===== config.mk =====
export PLATFORM = sky130hd
export DESIGN_NAME = mem_ctrl_fsm
export DESIGN_NICKNAME = d
export VERILOG_FILES = /design/src/rtl/mem_ctrl_fsm.sv
export SDC_FILE = /design/constraint.sdc
export NUM_CORES = 1
export LEC_CHECK = 0
export CAP_MARGIN = 10
export CORE_MARGIN = 5
export CORE_UTILIZATION = 45
export CTS_CLUSTER_DIAMETER = 200
export CTS_CLUSTER_SIZE = 30
export DETAILED_ROUTE_END_ITERATION = 7
export PLACE_DENSITY = 0.77
export SYNTH_ARGS = -nofsm -noshare
export SYNTH_HDL_FRONTEND = slang
export SYNTH_SLANG_ARGS = --single-unit

===== constraint.sdc =====
create_clock -name clk -period 3.85 [get_ports clk]
set_clock_uncertainty 0.05 [all_clocks]
set_input_delay 0.77 -clock clk [delete_from_list [all_inputs] [get_ports clk]]
set_output_delay 0.77 -clock clk [all_outputs]
set_load 0.1 [all_outputs]

===== src/rtl/mem_ctrl_fsm.sv =====
// LOAD/STORE sequencer driving the MAR/MDR/memory and register-file enables.
// Instruction is latched on an accepted start; MFC waits are bounded by TIMEOUT.
module mem_ctrl_fsm #(
  parameter int         INSTR_W  = 16,
  parameter int         FIELD_W  = 6,
  parameter int         NUM_REGS = 4,
  parameter int         TIMEOUT  = 16,
  parameter logic [3:0] OP_LOAD  = 4'b0010,
  parameter logic [3:0] OP_STORE = 4'b0011
) (
  input  logic                clk,
  input  logic                rst,
  input  logic                start,
  input  logic [INSTR_W-1:0]  instruction,
  input  logic                MFC,
  output logic                busy,
  output logic                done,
  output logic                err,
  output logic                memEN,
  output logic                RW,
  output logic                marIn,
  output logic                mdrWriteEN,
  output logic                mdrReadEN,
  output logic                mdrOut,
  output logic                pcInc,
  output logic [NUM_REGS-1:0] rxOut,
  output logic [NUM_REGS-1:0] rxIn
);

  localparam int               CNT_W    = $clog2(TIMEOUT + 1);
  localparam logic [CNT_W-1:0] CNT_LAST = CNT_W'(TIMEOUT - 1);

  typedef enum logic [3:0] {
    S_IDLE, S_ADDR, S_MAR, S_ST_SRC, S_ST_MDRW, S_ST_WAIT,
    S_LD_WAIT, S_LD_RD, S_LD_OUT, S_LD_WB, S_DONE, S_ERR
  } state_t;

  state_t             state_q, state_d;
  logic [INSTR_W-1:0] instr_q, instr_d;
  logic [CNT_W-1:0]   cnt_q, cnt_d;

  logic [3:0]         op_in;
  logic [FIELD_W-1:0] p1_in, p2_in, p1_q, p2_q;
  logic               is_load_q;

  // Register index i drives bit NUM_REGS-1-i.
  function automatic logic [NUM_REGS-1:0] reg_sel(input logic [FIELD_W-1:0] idx);
    logic [NUM_REGS-1:0] sel;
    sel = '0;
    for (int i = 0; i < NUM_REGS; i++) begin
      if (idx == FIELD_W'(i)) sel[NUM_REGS-1-i] = 1'b1;
    end
    return sel;
  endfunction

  function automatic logic idx_ok(input logic [FIELD_W-1:0] idx);
    return int'(idx) < NUM_REGS;
  endfunction

  assign op_in     = instruction[INSTR_W-1 -: 4];
  assign p1_in     = instruction[INSTR_W-5 -: FIELD_W];
  assign p2_in     = instruction[INSTR_W-5-FIELD_W -: FIELD_W];
  assign p1_q      = instr_q[INSTR_W-5 -: FIELD_W];
  assign p2_q      = instr_q[INSTR_W-5-FIELD_W -: FIELD_W];
  assign is_load_q = (instr_q[INSTR_W-1 -: 4] == OP_LOAD);

  always_ff @(posedge clk) begin
    if (rst) begin
      state_q <= S_IDLE;
      instr_q <= '0;
      cnt_q   <= '0;
    end else begin
      state_q <= state_d;
      instr_q <= instr_d;
      cnt_q   <= cnt_d;
    end
  end

  // Wait counter holds zero outside the wait states, so it is cleared on entry.
  always_comb begin
    state_d = state_q;
    instr_d = instr_q;
    cnt_d   = '0;
    unique case (state_q)
      S_IDLE: begin
        if (start) begin
          instr_d = instruction;
          if (op_in == OP_LOAD || op_in == OP_STORE) begin
            state_d = (idx_ok(p1_in) && idx_ok(p2_in)) ? S_ADDR : S_ERR;
          end
        end
      end
      S_ADDR:    state_d = S_MAR;
      S_MAR:     state_d = is_load_q ? S_LD_WAIT : S_ST_SRC;
      S_ST_SRC:  state_d = S_ST_MDRW;
      S_ST_MDRW: state_d = S_ST_WAIT;
      S_ST_WAIT, S_LD_WAIT: begin
        if (MFC) begin
          state_d = (state_q == S_ST_WAIT) ? S_DONE : S_LD_RD;
        end else if (cnt_q == CNT_LAST) begin
          state_d = S_ERR;
        end else begin
          cnt_d = cnt_q + 1'b1;
        end
      end
      S_LD_RD:   state_d = S_LD_OUT;
      S_LD_OUT:  state_d = S_LD_WB;
      S_LD_WB:   state_d = S_DONE;
      S_DONE:    state_d = S_IDLE;
      S_ERR:     state_d = S_IDLE;
      default:   state_d = S_IDLE;
    endcase
  end

  always_comb begin
    busy       = (state_q != S_IDLE);
    done       = 1'b0;
    err        = 1'b0;
    memEN      = 1'b0;
    RW         = 1'b0;
    marIn      = 1'b0;
    mdrWriteEN = 1'b0;
    mdrReadEN  = 1'b0;
    mdrOut     = 1'b0;
    pcInc      = 1'b0;
    rxOut      = '0;
    rxIn       = '0;
    unique case (state_q)
      S_ADDR: begin
        pcInc = 1'b1;
        rxOut = reg_sel(p2_q);
      end
      S_MAR: begin
        marIn = 1'b1;
        rxOut = reg_sel(p2_q);
      end
      S_ST_SRC:  rxOut = reg_sel(p1_q);
      S_ST_MDRW: begin
        mdrWriteEN = 1'b1;
        rxOut      = reg_sel(p1_q);
      end
      S_ST_WAIT: memEN = 1'b1;
      S_LD_WAIT: begin
        memEN = 1'b1;
        RW    = 1'b1;
      end
      S_LD_RD: begin
        memEN     = 1'b1;
        RW        = 1'b1;
        mdrReadEN = 1'b1;
      end
      S_LD_OUT: begin
        mdrOut = 1'b1;
        RW     = 1'b1;
      end
      S_LD_WB: begin
        mdrOut = 1'b1;
        RW     = 1'b1;
        rxIn   = reg_sel(p1_q);
      end
      S_DONE:  done = 1'b1;
      S_ERR:   err  = 1'b1;
      default: ;
    endcase
  end

endmodule

# After elaboration in Yosys (flattened, before gate mapping)
# Cells that the tools add are included.
# word_totals
out_inout_bits,18
rom_bits,0
latchBits,0
mem_count,0
ramBits,0
register_bits,25
elab_cells,73
# op_classes
n_eq_ne,24
n_bitwise,1
n_addsub,1
multipliers,0
n_reduce_logical,15
n_mux,27
magnitude_cmp,2
div_mod_pow,0
shifts,0
# op_table
op,count
4-bit case mux with 9 select lines,1
4-bit two-way mux,7
"6-bit by 2-bit equality test with 1-bit output, second input constant",4
"4-bit by 2-bit equality test with 1-bit output, second input constant",5
1-bit two-way mux,17
"4-bit by 3-bit equality test with 1-bit output, second input constant",4
"4-bit equality test, second input constant",4
"6-bit by 1-bit equality test with 1-bit output, second input constant",2
6-bit zero test,2
"6-bit by 3-bit less-than comparator with 1-bit output, second input constant",2
4-bit case mux with 2 select lines,1
2-bit OR reduction,4
4-bit OR reduction,2
"5-bit by 1-bit adder with 5-bit output, second input constant",1
"5-bit by 4-bit equality test with 1-bit output, second input constant",1
"4-bit by 1-bit equality test with 1-bit output, second input constant",1
4-bit zero test,1
"2-bit inequality test, second input constant",2
4-bit nonzero test,1
3-bit two-way mux,1
"3-bit inequality test, second input constant",1
3-bit AND reduction,1
3-bit OR reduction,1
2-bit AND reduction,1
other kinds (3),3

# Logic depth before layout (Yosys ltp)
# depth
depth_word,6
mapped_depth,8

# Least setup slack after synthesis
# No wires, ideal clock.
# synth_timing
path_type,register to output
start,register state_q[1]
end,output port pcInc
path_buffers,2
arrival_time_ps,3463
stages_incl_launch_ff,4
t_required_ps,3030
slack_ps,-433
path_cell_list,dfxtp_1 > buf_2 > buf_1 > nor4_1
# synth_between
elab_chain_cells,2
# synth_lines
element,line_no,source
start: declaration,38,"state_t state_q, state_d;"
start signal: assignment,73,state_q <= state_d;
4-bit by 1-bit equality test with 1-bit output,128,unique case (state_q)
1-bit two-way mux,128,
end: declaration,25,"output logic pcInc,"
# Every way passes these cells.

# Final worst setup path
# layout_timing
start,register state_q[0]
end,output port rxIn[3]
# layout_between
elab_chain_cells,2
# layout_lines
element,line_no,source
4-bit equality test,128,
4-bit two-way mux,128,
end: declaration,27,output logic [NUM_REGS-1:0] rxIn
# Every way passes these cells.

==> impl_metrics.yaml <==
sta:
  maxSlewViolCount: 0
  clock.fmax_mhz: 327
  fin_setup_tns_ns: 0
  period_share: 0.794
  final-hold-violation-count: 0
  max-slew-margin-rel: 0.527
  finalSetupViolations: 0
  fin_crit_ns: 3.06
  tightest_slew_ns: 0.707
  rsz0062_at_grt: "false"
clock_network:
  htreeDepth: 1
  numCtsBuffers: 3
  clock-sinks: 25
  cts_setup_buffers: 0
  cts_tree: "built"
  clk_path_buf_depth: 2
  root_buffer: "clkbuf_4"
  cts-resized-gates: 0
  insertion_delay_ns: 0.33
  cts_hold_buf: 0
  path_clk_slew_ns: 0.13
route:
  drt_iter0_drc: 70
  vias: 1249
  wl_per_cell_um: 12.8
  drt-vias-per-instance: 5.45
  drtPass1Iterations: 4
  wl_um: 2940
  ant_nets: 0
  drc_errors: 0
synthesis:
  synth_nets: 190
  muxShareOfSynthArea: 0
  seq_area_frac_synth: 0.400
  synth_compound_area_frac: 0.160
  synth_cell_types: 34
  yosys_register_bits: 25
  yosys_warnings: 0
  syn_area_um2: 1250
  synthCells: 168
  synth_adder_area_share: 0.0200
  syn_avg_cell_area_um2: 7.44
  synth-simple-area-share: 0.344
  synth_xor_area_frac: 0.0210
  synth_top_family_by_area: "simple AND/OR/NAND/NOR gates"
worst_setup_path:
  cp_max_fo: 13
  cp.arrival_ns: 2.24
  cp_slowest_stage_delay_ns: 0.64
  path_cells: "inv_1, or4_4, nor3_1, buf_4"
  path_class: "register to primary output"
  path_buf_inv: 2
  crit_family: "simple AND/OR/NAND/NOR gates"
  crit_path_end_kind: "primary output"
  worst_setup_path_start_kind: "register"
  slowest_stage: "dfxtp_1"
  required_ns: 3.03
placed_design:
  place_hpwl_um: 2290
  io_buffer_count: 37
  dp_cells: 225
  place_congestion: 0.777
grt:
  grt_pass1_wl_um: 5060
  antenna_found_initial: 0
  overflow: 0
  grt_pass1_vias: 1172
  grtUsageTotal: 0.153
  grt_max_degree: 21
final_layout:
  fin_util: 0.591
  layout.cells.non_filler: 229
  diodes: 0
  layout_common_cells: "nand2_1 (41), dfxtp_1 (25), clkdlybuf4s50_1 (19)"
  area_delta_synth_final_pct: 28.2
  final_common_cell: "nand2_1"
  layout.nets: 221
  drive_gt1_frac: 0.136
power_and_ir_drop:
  vdd_drop_max_uv: 595
  leakage_uw: 0.000615
  powerDensity_nw_per_um2: 768
  total_power_uw: 1230
floorplan:
  die_w_um: 62.7
  dieHeight_um: 62.7
  fp.dieArea_um2: 3930
  initial_core_util: 0.461
  rows: 19
  core_area_um2: 2710
  io_pins: 38
run_status:
  status: "finished clean"
flow_run:
  maxCapViolCount: 0
hold_path:
  hold_path.class: "register to register"
cells in the mapped netlist (all sizes together):
master	number	area (µm²)
nand2	41	154
dfxtp	25	500
nor2	18	67.6
a21oi	16	80.1
clkbuf	8	31.3
inv	6	22.5
nor3	6	30.0
nor4	5	46.3
o21ai	4	20.0
buf	3	13.8
nand2b	3	18.8
o22ai	3	18.8
o32ai	3	26.3
a211oi	2	15.0
and3	2	12.5
ha	2	25.0
nand3	2	10.0
nor2b	2	12.5
nor3b	2	15.0
o21a	2	15.0
or4	2	22.5
xor2	2	17.5
a2111oi	1	8.76
a21o	1	7.51
a2bb2oi	1	8.76
and2	1	6.26
nand4b	1	8.76
nand4bb	1	11.3
nor4b	1	8.76
or2	1	6.26
xnor2	1	8.76
flip-flops by register name (all words and copies together) (netlist names):
| register | cells |
|---|---|
| state_q | 4 |
| instr_q | 16 |
| cnt_q | 5 |
final timing paths:
path,start,endpoint,slack (ns),cells after the start
worst min register to register,instr_q[8],instr_q[8],0.41,2
worst max-delay path,state_q[0],rxIn[3],0.79,4
worst max register to register,state_q[3],instr_q[9],2.03,4
worst min-delay path,instr_q[8],instr_q[8],0.41,2
stage by stage:
stage,setup WS [ns],hold WS [ns],cell area (µm²)
6_report,0.794,0.412,1600
5_1_grt,0.596,0.440,1600
4_1_cts,0.788,0.409,1600
3_5_place_dp,1.17,0.389,1580
3_3_place_gp,1.24,0.379,1580
2_1_floorplan,-0.333,0.368,1260
worst register-to-register path, delay by kind of cell, from the launching register on:
family          cells  cell delay (ns)
simple gates        3             1.10
flops               1             0.47
compound gates      1             0.14
cell families (layout without fill, tap and decap cells):
family                     Yosys count  count (layout)
and+or+nand+nor                     88              88
AOI/OAI and AO/OA                   33              33
xor gates and xnor gates             3               3
buffers and inverters               17              47
DFF                                 25              25
adders and majority gates            2               2
layer usage:
| metal | global-route usage | wire length, µm |
|---|---|---|
| met5 | 0 | 0 |
| met4 | 0.0637 | 56 |
| met3 | 0.0342 | 150 |
| met2 | 0.241 | 1380 |
| met1 | 0.200 | 1350 |
where the power goes:
group          switching (µW)  internal, µW  total, µW
Sequential               84.2           310        394
Clock                    81.0          39.1        120
Combinational             517           200        716
final cells by class:
cell class | instances | area [µm²]
clock buffer | 3 | 22.5
timing repair buffer | 37 | 325
multi-input combinational | 126 | 688
clock inverter | 1 | 5.00
sequential | 25 | 500
fill | 275 | 1110
inverter | 6 | 22.5
tap | 31 | 38.8
No activity file was read; power rests on OpenSTA's default activity.
